==> config.mk <==
export PLATFORM = sky130hd
export DESIGN_NAME = psum_add_arbiter
export DESIGN_NICKNAME = d
export VERILOG_FILES = /design/src/rtl/diff_core_pkg.sv /design/src/rtl/psum_adder.sv /design/src/rtl/rr_arbiter.sv /design/src/rtl/psum_add_arbiter.sv
export SDC_FILE = /design/constraint.sdc
export NUM_CORES = 1
export LEC_CHECK = 0
export CAP_MARGIN = 30
export CORE_MARGIN = 2
export CORE_UTILIZATION = 39
export DETAILED_ROUTE_END_ITERATION = 8
export PLACE_DENSITY = 0.87
export SYNTH_ARGS = -nofsm -noshare
export SYNTH_HDL_FRONTEND = slang
export SYNTH_HIERARCHICAL = 1
export SYNTH_SLANG_ARGS = --single-unit
==> constraint.sdc <==
create_clock -name clk -period 6.5 [get_ports clk]
set_input_delay 0.65 -clock clk [delete_from_list [all_inputs] [get_ports clk]]
set_output_delay 0.65 -clock clk [all_outputs]
set_load 0.02 [all_outputs]
==> src/rtl/diff_core_pkg.sv <==
// rtl/diff_core_pkg.sv - shared datapath constants and types for the diff core
package diff_core_pkg;

  localparam int PSUM_WIDTH = 32;

  typedef logic [PSUM_WIDTH-1:0] psum_t;

endpackage

==> src/rtl/psum_adder.sv <==
// rtl/psum_adder.sv - modulo-wrap partial-sum adder
module psum_adder
  import diff_core_pkg::*;
(
  input  psum_t a,
  input  psum_t b,
  output psum_t sum
);

  // Carry out is dropped on purpose: psums wrap at PSUM_WIDTH.
  assign sum = a + b;

endmodule

==> src/rtl/rr_arbiter.sv <==
// rtl/rr_arbiter.sv - combinational round-robin arbiter, search starts at ptr
module rr_arbiter #(
  parameter  int N = 4,
  localparam int W = $clog2(N)
) (
  input  logic [N-1:0] req,
  input  logic [W-1:0] ptr,
  output logic [N-1:0] gnt,
  output logic [W-1:0] gnt_idx,
  output logic         any
);

  localparam logic [W:0] N_EXT = (W+1)'(N);

  logic [W:0] cand;

  // One extra bit on cand so ptr + offset can exceed N-1 before the wrap.
  always_comb begin
    gnt     = '0;
    gnt_idx = '0;
    any     = 1'b0;
    cand    = '0;
    for (int i = 0; i < N; i++) begin
      cand = {1'b0, ptr} + (W+1)'(i);
      if (cand >= N_EXT) begin
        cand = cand - N_EXT;
      end
      if (!any && req[cand[W-1:0]]) begin
        any               = 1'b1;
        gnt_idx           = cand[W-1:0];
        gnt[cand[W-1:0]]  = 1'b1;
      end
    end
  end

endmodule

==> src/rtl/psum_add_arbiter.sv <==
// rtl/psum_add_arbiter.sv - round-robin sharing of one psum adder with a registered result slot
module psum_add_arbiter
  import diff_core_pkg::*;
#(
  parameter  int N_REQ = 4,
  localparam int SRC_W = $clog2(N_REQ)
) (
  input  logic                   clk,
  input  logic                   rst,
  input  logic [N_REQ-1:0]       req_valid,
  output logic [N_REQ-1:0]       req_ready,
  input  psum_t [N_REQ-1:0]      req_a,
  input  psum_t [N_REQ-1:0]      req_b,
  output logic                   out_valid,
  input  logic                   out_ready,
  output psum_t                  out_sum,
  output logic [SRC_W-1:0]       out_src,
  output logic                   out_ovf
);

  logic             slot_free;
  logic             xfer;
  logic             any;
  logic [N_REQ-1:0] gnt;
  logic [SRC_W-1:0] gnt_idx;
  logic [SRC_W-1:0] rr_ptr;
  logic [SRC_W-1:0] ptr_next;
  psum_t            a_sel;
  psum_t            b_sel;
  psum_t            sum;
  logic             ovf;

  assign slot_free = !out_valid || out_ready;

  rr_arbiter #(.N(N_REQ)) u_arb (
    .req     (req_valid),
    .ptr     (rr_ptr),
    .gnt     (gnt),
    .gnt_idx (gnt_idx),
    .any     (any)
  );

  // Grant is offered only when the slot can take the result this edge.
  assign req_ready = (slot_free && !rst) ? gnt : '0;
  assign xfer      = any && slot_free && !rst;

  assign a_sel = req_a[gnt_idx];
  assign b_sel = req_b[gnt_idx];

  psum_adder u_add (
    .a   (a_sel),
    .b   (b_sel),
    .sum (sum)
  );

  assign ovf = (a_sel[PSUM_WIDTH-1] == b_sel[PSUM_WIDTH-1]) &&
               (sum[PSUM_WIDTH-1] != a_sel[PSUM_WIDTH-1]);

  assign ptr_next = (gnt_idx == SRC_W'(N_REQ-1)) ? '0 : gnt_idx + SRC_W'(1);

  // A drain and a new transfer on the same edge simply overwrite the slot.
  always_ff @(posedge clk or posedge rst) begin
    if (rst) begin
      out_valid <= 1'b0;
      out_sum   <= '0;
      out_src   <= '0;
      out_ovf   <= 1'b0;
      rr_ptr    <= '0;
    end else if (xfer) begin
      out_valid <= 1'b1;
      out_sum   <= sum;
      out_src   <= gnt_idx;
      out_ovf   <= ovf;
      rr_ptr    <= ptr_next;
    end else if (out_ready) begin
      out_valid <= 1'b0;
    end
  end

endmodule

==> results of run 1 <==
[area by class of cell]
class	count	area (um^2)
flip-flops and latches	38	951
repair buffers	309	3080
well taps	172	215
clock buffers	7	133
multi-input cells	370	3980
fillers	1015	4320
inverters	13	48.8
[cell usage after synthesis (all sizes together), types with 2 or more instances]
cell type	instances
a22oi	8
a211oi	3
and2	2
a21o	11
buf	17
o21ai	19
nor3	5
a31oi	6
dfrtp	38
a311oi	4
nor2	24
mux2i	2
mux4	68
a211o	2
nand2	19
clkbuf	15
xor2	12
and3	9
and4	2
nand4	5
inv	13
a31o	3
a21oi	26
o31ai	3
nor2b	4
ha	37
xnor2	18
nand3	7
mux2	37
o211ai	3
o21bai	3
nand2b	3
o21a	3
[per-stage QoR]
step | cells | cell area [um^2] | worst slack, ns | hold WS [ns]
floorplan | 453 | 5110 | 1.08 | 0.587
global placement | 902 | 8270 | 0.375 | 0.492
detailed placement | 902 | 8270 | 0.159 | 0.496
CTS | 909 | 8400 | 0.421 | 0.508
global route | 909 | 8400 | 0.0642 | 0.518
finish | 909 | 8400 | 0.583 | 0.504
[layer usage]
layer  vias to the layer above  wire length (um)
li1                       2396                 -
met1                      2516              6410
met2                       232              9280
met3                        44              1030
met4                         0               607
met5                         -                 0
[final timing paths]
| kind | start | to | slack, ns | depth (start not counted) |
|---|---|---|---|---|
| setup / recovery | rr_ptr[1]$_DFFE_PP0P_ | out_ovf$_DFFE_PP0P_ | 0.58 | 19 |
| hold / removal | out_sum[8]$_DFFE_PP0P_ | out_sum[8]$_DFFE_PP0P_ | 0.50 | 1 |
| setup reg to reg | rr_ptr[1]$_DFFE_PP0P_ | out_ovf$_DFFE_PP0P_ | 0.58 | 19 |
| hold reg to reg | out_sum[8]$_DFFE_PP0P_ | out_sum[8]$_DFFE_PP0P_ | 0.50 | 1 |
| max in group asynchronous | rst | out_sum[12]$_DFFE_PP0P_ | 5.05 | 2 |
| min in group asynchronous | rst | out_valid$_DFFE_PP0P_ | 0.91 | 2 |
[critical path: cells and delay by family (launching register included)]
family / cells / cell delay [ns]
AND/OR/NAND/NOR: 2 / 0.68
flip-flops: 1 / 0.53
buffers and inverters: 4 / 1.00
multiplexers: 2 / 1.01
AO/OA/AOI/OAI: 8 / 1.61
adder cells (fa/ha/maj): 2 / 0.81
XOR/XNOR: 1 / 0.20
[cells by family after synthesis]
group | after synthesis | synth area share (%)
and+or+nand+nor | 85 | 8.66
adders and majority gates | 38 | 9.44
xor gates and xnor gates | 30 | 5.14
AOI/OAI and AO/OA | 110 | 15.4
muxes | 107 | 38.6
DFF | 38 | 18.6
buffers and inverters | 45 | 4.14
[flip-flops by register name, summed over array words and instances (netlist names)]
name,cells
out_ovf,1
out_src,2
out_sum,32
out_valid,1
rr_ptr,2
==> results.txt, run 1 <==
The type of destination of the critical path is a flop. The initial utilization of the core area, before any placement, comes to 40.2%. Counting I/O delays and the setup requirement, the final critical path takes 5.92 ns.

The chip height came out at roughly 120 um. By startpoint and endpoint, the worst setup path is classified as flop to flop. The total global routing track utilization came out at approximately a quarter. The number of antenna violations at the first check in global routing is 0. The detailed-route wire length per cell came out at around 19 um. The number of placement rows is just over 40.

Of all nets on the critical path, the largest fanout is 23. After clock tree synthesis, the repair step resized 0 gates. The insertion delay to the later sink of the worst-skew pair came out at ~0.28 ns.

The maximum count of clock buffers along a single path is 2. STA classifies the critical path startpoint as a flop. The post-synthesis async set-or-reset flop share came out at 100%. The number of flops mapped to enable cells by yosys came out at 0. In the layout the commonest cells are sky130_fd_sc_hd__clkdlybuf4s50_1, sky130_fd_sc_hd__mux4_2, sky130_fd_sc_hd__dfrtp_1, sky130_fd_sc_hd__mux2_2, sky130_fd_sc_hd__ha_1. The fmax is around 170 MHz.

The cell taking the most area after synthesis is sky130_fd_sc_hd__mux4_2. The first TritonRoute pass finished after 5 iterations. The global-route wire length before repair came out at between 20,000 and 30,000 um.

In the global route stage, met2 resource usage came out at between 40 and 50%. The detail-routed via count per cell came out at between 5 and 6. The library cell used most frequently in the layout, excluding fill and tap cells, is sky130_fd_sc_hd__clkdlybuf4s50_1. After clock tree synthesis, the setup repair step added 0 buffers. The post-layout net count came out at 1,038. The overall overflow remaining after global route is 0. The remaining routing DRC violations came out at 0. The number of top-level design ports is approximately 300.

For this run, global-route usage on met3 was measured as roughly 3.8%. The detailed router's first-iteration violation count is between 200 and 300. The detail route stage leaves a number of antenna-violating nets equal to 0. Sorting the synthesized cells by area gives the leading types as sky130_fd_sc_hd__mux4_2, sky130_fd_sc_hd__dfrtp_1, sky130_fd_sc_hd__ha_1.

The run finished with clean final reports. The min-delay analysis places its worst path in the category flop to flop. For this run, the leading register cell type out of synthesis is sky130_fd_sc_hd__dfrtp_1. The number of hold buffers added after CTS was 0. The half-perimeter wire length after placement came out at about 15,000 um. The cell area after technology mapping is about 0.0051 mm^2. The TritonCTS clock tree is built. The total number of vias is 5,188.

The largest stage delay on the critical path came out at approximately 0.57 ns. The cell count after synthesis came out at ~450. From synthesis to final layout, the design area changed by 64.3%.

Traced cell by cell, the critical path runs through inv_1, ha_1, mux4_2, and2b_2, o21ai_0, o31ai_4, buf_4, buf_4, mux4_2, ha_1, a21oi_1, o221a_2, a21oi_1, o311ai_1, a32oi_1, xnor2_1, inv_1, or3_1, a31oi_1. The share of the Yosys chip area taken by registers is 18.6%. The transition at the pin with the smallest max-transition slack is approximately 0.86 ns. The number of slew-limit violations in the final report is 0.

The H-tree was split into 2 levels. The routed wire length is about 17,000 um. The number of port buffers is around 300. The total of flip-flops plus latches after synthesis is 38. Among all stages on the critical path, the largest delay is contributed by sky130_fd_sc_hd__mux4_2. The die covers 0.0140 mm^2. Setup violations remaining at the end of the flow were counted as 0.

In the final timing run, aggregate negative setup slack is 0 ns. The utilization of the core after routing is 66.0%. The worst path arrival time is just over 6 ns. Counting distinct cell types in the post-synthesis netlist gives 64. The count of yosys warnings during synthesis is 6. The maximum number of pins on one net before global-route repair came out at 45. The antenna cell count came out at 0.

The average instance area after synthesis came out at 11.3 um^2. The number of clock buffers inserted by TritonCTS came out at 5. The via count of the first global-routing pass is approximately 5,500. The final worst-path cycle share came out at 91.0%.

Setup repair after global routing left no endpoint under its margin. The relative slew slack is between 40% and 50%. The TritonCTS sink count came out at 38. For the worst setup path, the data required time is 6.70 ns.

The worst clock skew on the final layout is between 0.002 and 0.003 ns. The share of the synthesized area in the top cell type came out at a little under 30%. Routability-driven placement finished with a final weighted congestion of between 0.9 and 1.

The number of endpoints with negative hold slack in the final report came out at 0. The number of max-cap violations is 0. The post-CTS clock slew at the launch and capture registers of the worst setup and hold paths is about 0.06 ns. The placeable core area came out at around 0.013 mm^2. The met1 global-route usage came out at between 20 and 30%. The width of the die is roughly 120 um. The global routing stage identified its most utilized layer as met2. The net count after synthesis came out at around 750. Of the cells placed in the final design, the portion with a size suffix greater than 1 is 17.8%. The tree is rooted in a sky130_fd_sc_hd__clkbuf_16.
Power of run 1 is left out: the tool's default activity adds up to more than one toggle a clock period on the data nets, which glitch-free logic cannot reach.
==> run 2, diff against run 1 <==
- CELL_PAD_IN_SITES_DETAIL_PLACEMENT: not set -> 2
- CELL_PAD_IN_SITES_GLOBAL_PLACEMENT: not set -> 2
- CORE_UTILIZATION: 39 -> 22
- PLACE_DENSITY: 0.87 -> 0.86
==> run 2 against run 1 <==
First-iteration DRC count is 57% lower. Global-route usage is 6.9 points lower. Worst hold slack better by 0.0019 ns. Final cell count is 13% higher. Routed wire length is 22% higher. Critical path type is now primary input to flop. Non-clock buffer count is 1 higher.
==> results.txt, run 2 (synthesis gave the netlist of run 1 again) <==
The worst clock skew on the final layout came out at 0.00894 ns (+0.00607 ns). The initial core utilization is 22.5% (-18 points). The iteration count of the initial detailed-routing pass came out at 4 (-1). The clock root buffer is sky130_fd_sc_hd__clkbuf_16.

The total number of vias is 5,187 (-0.019%). The reg-to-reg setup timing slack is 0.71 ns (+0.13 ns). Walking the worst path, the cells encountered are clkdlybuf4s50_1, mux4_1, nor2b_1, nor2_1, o31ai_4, buf_12, mux4_2, ha_1, a21o_1, a31o_2, o21ai_0, a21oi_1, o311ai_0, a32oi_1, xnor2_1, inv_1, or3_1, a31oi_1. The global-route wire length before repair was 32,900 um (+20%).

The post-layout net count is 1,039 (+0.096%). The top cell types in the final layout, fill and taps aside, are sky130_fd_sc_hd__clkdlybuf4s50_1, sky130_fd_sc_hd__mux4_2, sky130_fd_sc_hd__dfrtp_1, sky130_fd_sc_hd__mux2_2, sky130_fd_sc_hd__ha_1. TritonCTS built the clock tree.

The via count of the first global-routing pass was 6,007 (+9.3%). The number of slew-limit violations in the final report is 0 (unchanged). The setup violation total in the final timing report was 0 (unchanged). The number of buffers inserted to repair setup after CTS is 0 (unchanged). The final critical delay including setup and external delays is 5.80 ns (-0.121 ns). The top cell family by delay on the critical path is compound AO/OA/AOI/OAI gates. The number of stages on the worst setup path came out at 18 (-1). The relative slew slack came out at 66.3% (+24 points). The detail-routed via count per cell came to 5.07 (-11%). The number of antenna violations at the first check in global routing is 1 (+1). The total global routing track utilization is 17.4% (-6.9 points).

The transition at the pin with the smallest max-transition slack came to 0.502 ns (-0.361 ns). The number of port buffers was 302 (unchanged). The routability congestion estimate is 0.777 (-18%). The terminus of the critical flop-to-flop path is out_ovf$_DFFE_PP0P_. The worst register-to-register path begins at rr_ptr[1]$_DFFE_PP0P_.

The number of max-cap violations is 0 (unchanged). The number of clock buffers inserted by TritonCTS came to 5 (unchanged). The maximum number of pins on one net before global-route repair is 40 (-11%). The post-CTS clock slew at the launch and capture registers of the worst setup and hold paths came out at 0.06 ns (about the same). The post-cts resize count came out at 0 (unchanged). The worst setup path is of the primary input to flop kind. The number of cell instances on the worst register-to-register path is 19 (unchanged). The worst setup path is launched from a primary input.

Setup repair after global routing left no endpoint under its margin. The library cell used most frequently in the layout, excluding fill and tap cells, is sky130_fd_sc_hd__clkdlybuf4s50_1. STA classifies the critical path endpoint as a flop.

The run finished with clean final reports. The width of the die is 156 um (+32%). The largest registers in the layout are out_sum (32), out_src (2), rr_ptr (2).

The largest stage delay on the critical path was 0.66 ns (+0.09 ns). The launch point of the worst path is req_valid[0]. The count of hold-fix buffers inserted at cts came out at 0 (unchanged). The area of the die came out at 0.0245 mm^2 (+74%). The number of routed nets with antenna violations came out at 0 (unchanged). The detailed-route wire length per cell came to 20.6 um (+8.4%).

The placeable core area came to 0.0227 mm^2 (+79%). The worst path arrival time was 6.01 ns (-0.10 ns). The minimum hold slack came out at 0.506 ns (+0.00193 ns).

The critical path buffer and inverter count is 3 (-1). The number of placement rows is 55 (+34%). The insertion delay to the later sink of the worst-skew pair is 0.29 ns (about the same). The fraction of layout instances using a drive strength above 1 was 18.0% (+0.27 points).

The fmax came out at 173 MHz (+2.1%). The TritonCTS sink count is 38 (unchanged). The detailed router's first-iteration violation count came out at 123 (-57%). The remaining routing DRC violations is 0 (unchanged). The overall overflow remaining after global route came to 0 (unchanged). The tightest min-delay check is of the flop to flop type. The register with the most flip-flops in the final layout is out_sum. The area growth from synthesis to layout is 68.3%. The endpoint of the most critical setup path is out_ovf$_DFFE_PP0P_. The final worst-path cycle share is 89.2% (-1.9 points).

The number of endpoints with negative hold slack in the final report is 0 (unchanged). The number of top-level design ports is 303 (unchanged). The number of flip-flops under the largest register name is 32 (unchanged).

The maximum count of clock buffers along a single path was 2 (unchanged). The depth of the worst hold-timing path is 1 (unchanged). The routed wire length is 21,100 um (+22%). The slowest stage of the critical path belongs to the cell sky130_fd_sc_hd__mux4_1. The worst endpoint required time is 6.72 ns (+0.02 ns). The highest net fanout along the worst path is 26 (+13%). The chip height came out at 156 um (+32%). The setup total negative slack came out at 0 ns (unchanged). The H-tree depth reported by CTS is 2 (unchanged).

The half-perimeter wire length after placement came out at 18,200 um (+21%).
run 2: cell types whose count changed in the layout (fill, tap and decap cells not counted), sizes merged:
cell,before,now
buf,7,8
clkbuf,7,6
diode,0,1
run 2: metal layers:
metal | vias up | global-route usage [%] | wire length (um)
met4 | 0 | 5.81 | 697
met5 | - | 0 | 0
li1 | 2399 | - | -
met1 | 2541 | 18.7 | 7840
met2 | 212 | 32.4 | 10800
met3 | 35 | 5.15 | 1750
run 2: worst register-to-register path, delay by kind of cell (launching register included):
family | cells | cell delay, ns
mux | 2 | 1.00
buf+inv | 3 | 0.53
fa+ha+maj | 2 | 0.76
simple gates | 2 | 0.68
xor+xnor | 1 | 0.23
flops | 1 | 0.54
compound gates | 9 | 1.96
run 2: metrics by stage:
step                utilization, %  setup WS (ns)  area [um^2]  cells
floorplan                        -           1.08         5110    453
global placement              37.1          0.518         8430   1014
detailed placement            37.2          0.280         8450   1015
CTS                           37.8          0.562         8590   1021
global route                  37.9          0.159         8610   1023
finish                        37.9          0.704         8610   1023
run 2: layout make-up:
class	count	area, um^2
antenna	1	2.50
tap	285	357
sequential	38	951
inverter	13	48.8
timing repair buffer	310	3130
clock buffer	6	139
multi-input combinational	370	3980
fill	2421	14100
run 2: worst min path at each step:
stage	from	end	slack, ns
floorplan	rr_ptr[0]$_DFFE_PP0P_	rr_ptr[0]$_DFFE_PP0P_	0.59
global placement	out_sum[7]$_DFFE_PP0P_	out_sum[7]$_DFFE_PP0P_	0.49
detailed placement	out_sum[6]$_DFFE_PP0P_	out_sum[6]$_DFFE_PP0P_	0.50
CTS	out_sum[6]$_DFFE_PP0P_	out_sum[6]$_DFFE_PP0P_	0.51
global route	out_sum[20]$_DFFE_PP0P_	out_sum[20]$_DFFE_PP0P_	0.54
finish	out_sum[20]$_DFFE_PP0P_	out_sum[20]$_DFFE_PP0P_	0.51
Power of run 2 is left out for the same reason.
